File: config.mk
export PLATFORM = sky130hd
export DESIGN_NAME = mmio_io_ctrl
export DESIGN_NICKNAME = d
export VERILOG_FILES = /design/src/rtl/mmio_pkg.sv /design/src/rtl/key_debounce.sv /design/src/rtl/mmio_io_ctrl.sv
export SDC_FILE = /design/constraint.sdc
export NUM_CORES = 1
export LEC_CHECK = 0
export CAP_MARGIN = 15
export CORE_MARGIN = 4
export CORE_UTILIZATION = 45
export DETAILED_ROUTE_END_ITERATION = 8
export GPL_ROUTABILITY_DRIVEN = 0
export PLACE_DENSITY = 0.76
export RECOVER_POWER = 100
export REMOVE_ABC_BUFFERS = 1
export SYNTH_ARGS = -nofsm -noshare
export SYNTH_HDL_FRONTEND = slang
export SYNTH_HIERARCHICAL = 1
export SYNTH_SLANG_ARGS = --single-unit
export TNS_END_PERCENT = 10
File: constraint.sdc
create_clock -name Clock -period 1.9 [get_ports Clock]
set_input_delay 0.57 -clock Clock [delete_from_list [all_inputs] [get_ports Clock]]
set_output_delay 0.57 -clock Clock [all_outputs]
set_load 0.02 [all_outputs]
File: src/rtl/mmio_pkg.sv
// Shared constants for the memory-mapped I/O block: page and register-offset
// encodings plus a ceiling-log2 helper used to size counters.
package mmio_pkg;

  localparam logic [3:0] PAGE_IMEM = 4'h0;
  localparam logic [3:0] PAGE_LED  = 4'h1;
  localparam logic [3:0] PAGE_SEG7 = 4'h2;
  localparam logic [3:0] PAGE_SW   = 4'h3;
  localparam logic [3:0] PAGE_KEY  = 4'h4;

  localparam logic [1:0] OFS_DATA = 2'd0;
  localparam logic [1:0] OFS_SET  = 2'd1;
  localparam logic [1:0] OFS_EDGE = 2'd1;
  localparam logic [1:0] OFS_CLR  = 2'd2;
  localparam logic [1:0] OFS_MASK = 2'd2;

  // Ceiling log2, never less than 1 so a counter always has a bit.
  function automatic int clog2(input int v);
    int r;
    r = 0;
    while ((1 << r) < v) r++;
    return (r < 1) ? 1 : r;
  endfunction

endpackage

File: src/rtl/key_debounce.sv
// One-bit debouncer: the stable output only takes a new level after the
// synchronised input has differed from it for DEBOUNCE_CYCLES consecutive
// cycles. DEBOUNCE_CYCLES = 0 makes stable a plain register of the input.
module key_debounce
  import mmio_pkg::*;
#(
  parameter int DEBOUNCE_CYCLES = 16
) (
  input  logic Clock,
  input  logic Reset,
  input  logic i_sync,
  output logic o_stable
);

  generate
    if (DEBOUNCE_CYCLES == 0) begin : g_bypass
      // Bypass: stable tracks the synchronised level every cycle.
      always_ff @(posedge Clock or posedge Reset) begin
        if (Reset) o_stable <= 1'b0;
        else       o_stable <= i_sync;
      end
    end else begin : g_count
      localparam int CW = clog2(DEBOUNCE_CYCLES + 1);
      logic [CW-1:0] r_cnt;

      // Count cycles of disagreement; any agreement restarts the count.
      // The increment that would reach DEBOUNCE_CYCLES accepts the new level.
      always_ff @(posedge Clock or posedge Reset) begin
        if (Reset) begin
          r_cnt    <= '0;
          o_stable <= 1'b0;
        end else if (i_sync != o_stable) begin
          if (r_cnt == CW'(DEBOUNCE_CYCLES - 1)) begin
            r_cnt    <= '0;
            o_stable <= i_sync;
          end else begin
            r_cnt <= r_cnt + 1'b1;
          end
        end else begin
          r_cnt <= '0;
        end
      end
    end
  endgenerate

endmodule

File: src/rtl/mmio_io_ctrl.sv
// Memory-mapped I/O controller: LED register, synchronised switches and
// debounced pushbuttons with rising-edge capture, plus a registered read mux
// whose one-cycle latency matches the instruction memory.
// Optional feature macro KEY_IRQ_EN: adds the key interrupt mask register and
// a registered irq; without it KEY:2 reads 0 and irq is tied low.
module mmio_io_ctrl
  import mmio_pkg::*;
#(
  parameter int N_SW            = 9,
  parameter int N_KEY           = 3,
  parameter int N_LED           = 9,
  parameter int DEBOUNCE_CYCLES = 16
) (
  input  logic             Clock,
  input  logic             Reset,
  input  logic [15:0]      ADDR,
  input  logic [15:0]      DOUT,
  input  logic             W,
  input  logic [N_SW-1:0]  SW_in,
  input  logic [N_KEY-1:0] KEY_in,
  output logic [N_LED-1:0] LED_out,
  output logic             hit,
  output logic [15:0]      rd_data,
  output logic             irq
);

  logic [3:0]       w_page;
  logic [1:0]       w_ofs;
  logic [N_SW-1:0]  r_sw_s1, r_sw_s2;
  logic [N_KEY-1:0] r_key_s1, r_key_s2;
  logic [N_KEY-1:0] w_stable, r_stable_q, w_rise, w_clr;
  logic [N_KEY-1:0] r_edge;
  logic [N_KEY-1:0] w_mask;
  logic [15:0]      w_rd;
  logic             w_unused;

  assign w_page = ADDR[15:12];
  assign w_ofs  = ADDR[1:0];
  // Address bits [11:2] alias and upper write-data bits have no home.
  assign w_unused = ^{ADDR[11:2], DOUT};

  assign hit = (w_page == PAGE_LED) || (w_page == PAGE_SW) || (w_page == PAGE_KEY);

  // Two-flop synchronisers; keys are inverted so pressed reads as 1.
  always_ff @(posedge Clock or posedge Reset) begin
    if (Reset) begin
      r_sw_s1  <= '0;
      r_sw_s2  <= '0;
      r_key_s1 <= '0;
      r_key_s2 <= '0;
    end else begin
      r_sw_s1  <= SW_in;
      r_sw_s2  <= r_sw_s1;
      r_key_s1 <= ~KEY_in;
      r_key_s2 <= r_key_s1;
    end
  end

  genvar gi;
  generate
    for (gi = 0; gi < N_KEY; gi++) begin : g_key
      key_debounce #(.DEBOUNCE_CYCLES(DEBOUNCE_CYCLES)) u_db (
        .Clock   (Clock),
        .Reset   (Reset),
        .i_sync  (r_key_s2[gi]),
        .o_stable(w_stable[gi])
      );
    end
  endgenerate

  assign w_rise = w_stable & ~r_stable_q;
  assign w_clr  = (W && w_page == PAGE_KEY && w_ofs == OFS_EDGE) ? DOUT[N_KEY-1:0] : '0;

  // Edge capture: write-1-to-clear, but a same-cycle rise keeps the bit set.
  always_ff @(posedge Clock or posedge Reset) begin
    if (Reset) begin
      r_stable_q <= '0;
      r_edge     <= '0;
    end else begin
      r_stable_q <= w_stable;
      r_edge     <= (r_edge & ~w_clr) | w_rise;
    end
  end

  // LED register: load, bit-set and bit-clear at offsets 0/1/2.
  always_ff @(posedge Clock or posedge Reset) begin
    if (Reset) begin
      LED_out <= '0;
    end else if (W && w_page == PAGE_LED) begin
      case (w_ofs)
        OFS_DATA: LED_out <= DOUT[N_LED-1:0];
        OFS_SET:  LED_out <= LED_out | DOUT[N_LED-1:0];
        OFS_CLR:  LED_out <= LED_out & ~DOUT[N_LED-1:0];
        default:  LED_out <= LED_out;
      endcase
    end
  end

`ifdef KEY_IRQ_EN
  logic [N_KEY-1:0] r_mask;

  // Interrupt mask register and registered interrupt request.
  always_ff @(posedge Clock or posedge Reset) begin
    if (Reset) begin
      r_mask <= '0;
      irq    <= 1'b0;
    end else begin
      if (W && w_page == PAGE_KEY && w_ofs == OFS_MASK) r_mask <= DOUT[N_KEY-1:0];
      irq <= |(r_edge & r_mask);
    end
  end

  assign w_mask = r_mask;
`else
  assign w_mask = '0;
  assign irq    = 1'b0;
`endif

  // Read mux; unused upper bits stay zero.
  always_comb begin
    w_rd = '0;
    case (w_page)
      PAGE_LED: w_rd[N_LED-1:0] = LED_out;
      PAGE_SW:  w_rd[N_SW-1:0]  = r_sw_s2;
      PAGE_KEY: begin
        case (w_ofs)
          OFS_DATA: w_rd[N_KEY-1:0] = w_stable;
          OFS_EDGE: w_rd[N_KEY-1:0] = r_edge;
          OFS_MASK: w_rd[N_KEY-1:0] = w_mask;
          default:  w_rd = '0;
        endcase
      end
      default: w_rd = '0;
    endcase
  end

  // Registered read data; a same-cycle write is seen only on the next read.
  always_ff @(posedge Clock or posedge Reset) begin
    if (Reset) rd_data <= '0;
    else       rd_data <= w_rd;
  end

endmodule

==> impl_metrics.json, run 1 <==
{
  "worst-path-max-fanout": 2,
  "globalRouteTotalUtil": 0.1557,
  "vias": 1823,
  "synth.top_cell.area_share": 0.6137,
  "detail_route.wirelength_um": 5141,
  "p_leak_nw": 1.697,
  "drc_errors": 0,
  "final.setup.worst_slack_ps": -1.918,
  "pwr-share-seq": 0.487,
  "pin_count_of_the_biggest_net_entering_global_routing": 49,
  "cts_root_buf": "sky130_fd_sc_hd__clkbuf_8",
  "synth_top_cells_by_area": "sky130_fd_sc_hd__dfrtp_1, sky130_fd_sc_hd__ha_1, sky130_fd_sc_hd__mux2i_1, sky130_fd_sc_hd__a41oi_1, sky130_fd_sc_hd__xor2_1",
  "postSynthRegisterBits": 66,
  "clock.fmax_ghz": 0.5258,
  "final_period_minus_worst_setup_slack_ps": 1902,
  "total_power_mw": 3.242,
  "drt-initial-drc-count": 115,
  "area.growth.synth_to_final_pct": 30.78,
  "routedWlPerCell_um": 13.97,
  "placement_rows": 27,
  "worst-slew-pin-transition_ps": 632.3,
  "mappedNetlistArea_mm2": 0.002691,
  "post-dp-hpwl_um": 3728,
  "io_pins": 74,
  "timing.final.crit_share": 1.001,
  "critPathCaptureType": "output pin",
  "critical_path.max_stage_delay_ps": 380,
  "power_per_cell_area_mw_per_mm2": 921.1,
  "grt_setup_unrepaired": "true",
  "grt_overflow": 0,
  "antenna_cells_inserted": 0,
  "worst_r2r_startpoint": "g_key[0].u_db/g_count.r_cnt[0]",
  "number_of_warning_messages_in_the_yosys_log": 6,
  "drtAntennaViolNets": 0,
  "avgSynthCellArea_um2": 12.23,
  "grt_pass1_vias": 1865,
  "layout.cells.most_common_list": "sky130_fd_sc_hd__dfrtp_1, sky130_fd_sc_hd__clkdlybuf4s50_1, sky130_fd_sc_hd__buf_4",
  "clk_transition_reported_paths_ps": 60,
  "worstSkewPairLatency_ps": 320,
  "critical_path.startpoint_type": "primary input",
  "sequential_element_share_of_the_synthesized_area": 0.6137,
  "worst_hold_class": "flip-flop to flip-flop",
  "cts.htree.levels": 3,
  "floorplan.die.width_um": 85.34,
  "report.final.slew_viol_count": 0,
  "detail_route.first_pass.iterations": 4,
  "post_syn_instances": 220,
  "power.clock.fraction": 0.355,
  "fin_nets": 346,
  "clock_sink_count": 66,
  "vias_per_cell": 4.954,
  "internal-power_mw": 2.424,
  "cts-root-to-sink-buffers": 2,
  "min_from": "r_sw_s1[6]",
  "die_footprint_mm2": 0.007282,
  "layout.cells.most_common": "sky130_fd_sc_hd__dfrtp_1",
  "status": "complete, but fails checks",
  "arrival_ps": 1330,
  "core_region_area_mm2": 0.005642,
  "hold_slack_ps": 345.7,
  "first_pass_grt_wire_length_um": 8618,
  "port_buffers": 48,
  "holdBufCountCts": 0,
  "power.switching_fraction": 0.2522,
  "netlist-cell-type-count": 32,
  "slowest_stage": "sky130_fd_sc_hd__or3b_1",
  "synth_area_leader_cell": "sky130_fd_sc_hd__dfrtp_1",
  "highest_ir_drop_seen_on_vdd_mv": 0.5097,
  "antenna_found_initial": 0,
  "layout_cells_sized_above_1": 0.1520,
  "initial_utilization": 0.4770,
  "power.combinational.fraction": 0.158,
  "cp.required_ps": 1330,
  "timing_hold_violations_final": 0,
  "total_switching_power_mw": 0.8177,
  "maxSlewHeadroom": 0.5784,
  "violations": "setup timing",
  "crit_path_cell_trace": "buf_8 -> or3b_1 -> a21oi_2 -> buf_4",
  "start_point_of_the_critical_path": "ADDR[13]",
  "timing.setup.critical_path_class": "primary input to output pin",
  "clock_skew_ps": 6.153,
  "cts_buffers": 9,
  "cts_tree": "done",
  "drv_cap": 0,
  "finalSetupViolCount": 1,
  "die_h_um": 85.34
}
[power groups by stage]
stage          registers [mW]  logic (mW)  clock network [mW]
2_1_floorplan            1.66       0.206                   0
3_3_place_gp             1.60       0.550                   0
3_5_place_dp             1.60       0.560                   0
4_1_cts                  1.58       0.528                1.18
5_1_grt                  1.59       0.566                1.25
6_report                 1.58       0.513                1.15
[metrics by stage]
| step | setup WS [ps] | utilization | cells | instance area [µm²] | TNS [ps] |
|---|---|---|---|---|---|
| global route | -34.31 | 0.6239 | 368 | 3520 | -34.31 |
| CTS | 6.213 | 0.6270 | 368 | 3537 | 0 |
| finish | -1.918 | 0.6239 | 368 | 3520 | -1.918 |
| detailed placement | -899.4 | 0.5959 | 352 | 3362 | -4903 |
| floorplan | 23.78 | - | 213 | 2624 | 0 |
| global placement | -895.6 | 0.5959 | 352 | 3362 | -4556 |
[routing by layer]
metal  vias to the layer above  global-route usage  routed length, µm
li1                        890                   -                  -
met1                       878              0.2055               2411
met2                        47              0.2338               2359
met3                         8             0.04757                286
met4                         0             0.07482                 83
met5                         -                   0                  0
[cell usage after synthesis]
library cell,number
sky130_fd_sc_hd__a21oi_1,9
sky130_fd_sc_hd__a22o_1,1
sky130_fd_sc_hd__a22oi_1,2
sky130_fd_sc_hd__a31oi_1,1
sky130_fd_sc_hd__a41oi_1,9
sky130_fd_sc_hd__and2_1,3
sky130_fd_sc_hd__and3_1,4
sky130_fd_sc_hd__buf_2,3
sky130_fd_sc_hd__buf_4,8
sky130_fd_sc_hd__buf_6,1
sky130_fd_sc_hd__clkbuf_1,2
sky130_fd_sc_hd__conb_1,1
sky130_fd_sc_hd__dfrtp_1,66
sky130_fd_sc_hd__ha_1,8
sky130_fd_sc_hd__inv_1,15
sky130_fd_sc_hd__mux2_1,3
sky130_fd_sc_hd__mux2i_1,9
sky130_fd_sc_hd__nand2_1,1
sky130_fd_sc_hd__nand2b_1,2
sky130_fd_sc_hd__nand3_1,6
sky130_fd_sc_hd__nand3_2,3
sky130_fd_sc_hd__nor2_1,15
sky130_fd_sc_hd__nor2_2,4
sky130_fd_sc_hd__nor2b_1,8
sky130_fd_sc_hd__nor3b_4,1
sky130_fd_sc_hd__o21ai_0,2
sky130_fd_sc_hd__o21ai_1,9
sky130_fd_sc_hd__o22ai_1,11
sky130_fd_sc_hd__or2_2,2
sky130_fd_sc_hd__or3b_1,1
sky130_fd_sc_hd__or4b_4,1
sky130_fd_sc_hd__xor2_1,9
[flip-flops by register name, indices dropped and copies added, names as in the netlist]
signal and count:
rd_data 9, r_stable_q 3, r_key_s2 3, r_sw_s1 9, g_key.u_db/o_stable 3, r_key_s1 3, LED_out 9, r_edge 3
g_key.u_db/g_count.r_cnt 15, r_sw_s2 9
[path summary, 6_finish.rpt]
path	cells past startpoint	slack, ps	endpoint
hold / removal	0	350	r_sw_s2[6]
hold reg to reg	0	350	r_sw_s2[6]
setup reg to reg	4	650	g_key[0].u_db/o_stable
setup / recovery	4	-2	hit
max in group asynchronous	3	520	r_sw_s1[6]
min in group asynchronous	2	680	g_key[0].u_db/o_stable
[cell type report]
type                       count  area (µm²)
multi-input combinational    132       904.6
inverter                      15       56.30
clock inverter                 2       35.03
sequential                    66        1652
timing repair buffer          67       619.3
fill                         465        2122
clock buffer                  14       162.7
tap                           72       90.09
[worst max-delay path, delay by kind of cell]
kind | cells | cell delay, ps
AND/OR/NAND/NOR | 1 | 380
buffers and inverters | 2 | 250
AO/OA/AOI/OAI | 1 | 130
[cells by family after synthesis]
kind of cell / Yosys count / synth area share
flops: 66 / 0.6137
simple gates: 51 / 0.1134
compound gates: 44 / 0.1032
buf+inv: 29 / 0.05579
mux: 12 / 0.04603
xor+xnor: 9 / 0.02929
fa+ha+maj: 8 / 0.03719
other cells: 1 / 0.001393
[timing repair]
item / in CTS / in global routing
endpoints found under the setup margin: 10 / 1
setup buffers: 0 / 0
gates resized for setup: 28 / 3
pin swaps: 2 / 0
Note: power is estimated with default switching activity, not from simulation.
==> inputs of run 2 (changes only) <==
--- a/config.mk
+++ b/config.mk
@@ -11,4 +11,5 @@
 export DETAILED_ROUTE_END_ITERATION = 8
 export GPL_ROUTABILITY_DRIVEN = 0
+export HOLD_SLACK_MARGIN = 0.03
 export PLACE_DENSITY = 0.76
 export RECOVER_POWER = 100
==> constraint.sdc (replaced) <==
create_clock -name Clock -period 1.9 [get_ports Clock]
set_input_delay 0.285 -clock Clock [delete_from_list [all_inputs] [get_ports Clock]]
set_output_delay 0.285 -clock Clock [all_outputs]
set_load 0.02 [all_outputs]
==> run 2 against run 1 <==
Against the previous run:
- the run now ends clean
- critical path depth is 1 higher
- worst setup slack better by 120 ps
- core utilization down 0.31 points
- clock-buffer cell count fell by 3
- sequential share of layout area rose by 0.23 points
- hold slack better by 0.90 ps
- register-to-register slack barely moved
- final area down 0.50%
- wire length grew 3.6%
==> impl_metrics.json, run 2 (synthesized netlist as in run 1, its figures left out) <==
{
  "worst-path-max-fanout": 11,
  "port_buffers": 48,
  "worst_hold_class": "flip-flop to flip-flop",
  "total_of_fill_cells_in_the_finished_design": 446,
  "clock_sink_count": 66,
  "r2r.worst_path.cells": 4,
  "finalSetupViolCount": 0,
  "slowest_stage": "sky130_fd_sc_hd__or4b_4",
  "worstSkewPairLatency_ps": 340,
  "core_region_area_mm2": 0.005642,
  "clock_skew_ps": 8.327,
  "critical_path_depth": 5,
  "hold_slack_ps": 346.6,
  "tns_ps": 0,
  "total_power_mw": 3.399,
  "internal-power_mw": 2.553,
  "fin_nets": 342,
  "routedWlPerCell_um": 14.67,
  "first_pass_grt_wire_length_um": 8894,
  "worstSetupEndpoint": "r_edge[1]",
  "final_period_minus_worst_setup_slack_ps": 1780,
  "cp_top_family": "buffers and inverters",
  "pin_count_of_the_biggest_net_entering_global_routing": 49,
  "grt_overflow": 0,
  "antenna_found_initial": 0,
  "report.final.slew_viol_count": 0,
  "power_per_cell_area_mw_per_mm2": 970.7,
  "highest_ir_drop_seen_on_vdd_mv": 0.5715,
  "worst-slew-pin-transition_ps": 1117,
  "cp.required_ps": 2120,
  "vias": 1836,
  "arrival_ps": 2000,
  "clk_transition_reported_paths_ps": 70,
  "cts_tree": "done",
  "number_of_setup_buffers_added_after_cts": 0,
  "worst-r2r-setup-slack_ps": 650,
  "floorplan.die.width_um": 85.34,
  "layout.cells.most_common_list": "sky130_fd_sc_hd__dfrtp_1, sky130_fd_sc_hd__dlygate4sd3_1, sky130_fd_sc_hd__nor2_1, sky130_fd_sc_hd__clkdlybuf4s50_1, sky130_fd_sc_hd__inv_1",
  "antenna_cells_inserted": 0,
  "die_h_um": 85.34,
  "cts-resized-gates": 1,
  "layout.cells.most_common": "sky130_fd_sc_hd__dfrtp_1",
  "p_leak_nw": 1.689,
  "placement_rows": 27,
  "instance_area_after_placement_mm2": 0.003319,
  "timing_hold_violations_final": 0,
  "power.switching_fraction": 0.2490,
  "clock.fmax_ghz": 0.5618,
  "power.combinational.fraction": 0.153,
  "cts_buffers": 9,
  "regToRegEndpoint": "g_key[2].u_db/g_count.r_cnt[3]",
  "total_switching_power_mw": 0.8465,
  "critPathBufInv": 2,
  "crit_path_cell_trace": "clkdlybuf4s50_1 -> clkbuf_2 -> or4b_4 -> o21ai_0 -> o21ai_1",
  "vias_per_cell": 5.058,
  "critPathCaptureType": "flip-flop",
  "grt_pass1_vias": 1872,
  "area.growth.synth_to_final_pct": 30.13,
  "power.clock.fraction": 0.383,
  "drt-initial-drc-count": 45,
  "initial_utilization": 0.4770,
  "largest_register_ffs": 15,
  "grt_setup_unrepaired": "false",
  "globalRouteTotalUtil": 0.1595,
  "cts.htree.levels": 3,
  "die_footprint_mm2": 0.007282,
  "postLayoutCoreUtil": 0.6208,
  "io_pins": 74,
  "max_flop_register": "g_key.u_db/g_count.r_cnt",
  "final_area_mm2": 0.003502,
  "layout_cells_sized_above_1": 0.1237,
  "drc_errors": 0,
  "detail_route.wirelength_um": 5325,
  "post-dp-hpwl_um": 3790,
  "start_point_of_the_critical_path": "ADDR[13]",
  "maxSlewHeadroom": 0.2557,
  "timing.setup.critical_path_class": "primary input to flip-flop",
  "worst_r2r_startpoint": "g_key[2].u_db/g_count.r_cnt[0]",
  "critical_path.max_stage_delay_ps": 640,
  "drv_cap": 0,
  "status": "complete, no violations",
  "cts_root_buf": "sky130_fd_sc_hd__clkbuf_8",
  "drtAntennaViolNets": 0,
  "detail_route.first_pass.iterations": 4,
  "pwr-share-seq": 0.464,
  "timing.final.crit_share": 0.9369,
  "critical_path.startpoint_type": "primary input",
  "cts-root-to-sink-buffers": 2,
  "holdBufCountCts": 0
}
## run 2: area by class of cell
class	count	area, µm²	share of cell area
Sequential cell	66	1652	0.4716
Multi-Input combinational cell	132	898.4	0.2565
Timing Repair Buffer	63	579.3	0.1654
Clock buffer	11	151.4	0.04323
Tap cell	72	90.09	0.02572
Clock inverter	4	75.07	0.02144
Inverter	15	56.30	0.01608
## run 2: power by group through the flow
stage | clock network [mW] | logic (mW) | registers [mW]
global placement | 0 | 0.541 | 1.60
CTS | 1.33 | 0.558 | 1.58
detailed placement | 0 | 0.553 | 1.60
finish | 1.30 | 0.521 | 1.58
floorplan | 0 | 0.206 | 1.66
global route | 1.39 | 0.569 | 1.59
## run 2: metal layers
metal / global-route usage / share of wire / up-vias
met3: 0.04757 / 0.058 / 10
li1: - / - / 877
met1: 0.2100 / 0.45 / 895
met5: 0 / 0 / -
met2: 0.2408 / 0.47 / 54
met4: 0.07626 / 0.018 / 0
## run 2: how the worst min path moves through the flow
stage / startpoint / to / slack [ps] / cells past startpoint
finish: r_sw_s1[2] / r_sw_s2[2] / 350 / 0
detailed placement: r_sw_s1[3] / r_sw_s2[3] / 330 / 0
floorplan: Reset / g_key[0].u_db/g_count.r_cnt[0] / 80 / 1
global route: r_sw_s1[2] / r_sw_s2[2] / 350 / 0
global placement: r_sw_s1[2] / r_sw_s2[2] / 330 / 0
CTS: Reset / g_key[0].u_db/o_stable / 280 / 2
## run 2: metrics by stage
step           std cells  setup slack, ps
4_1_cts              363            12.74
6_report             363            119.9
3_5_place_dp         348           -260.4
5_1_grt              363            62.66
2_1_floorplan        213            470.5
3_3_place_gp         348           -264.0
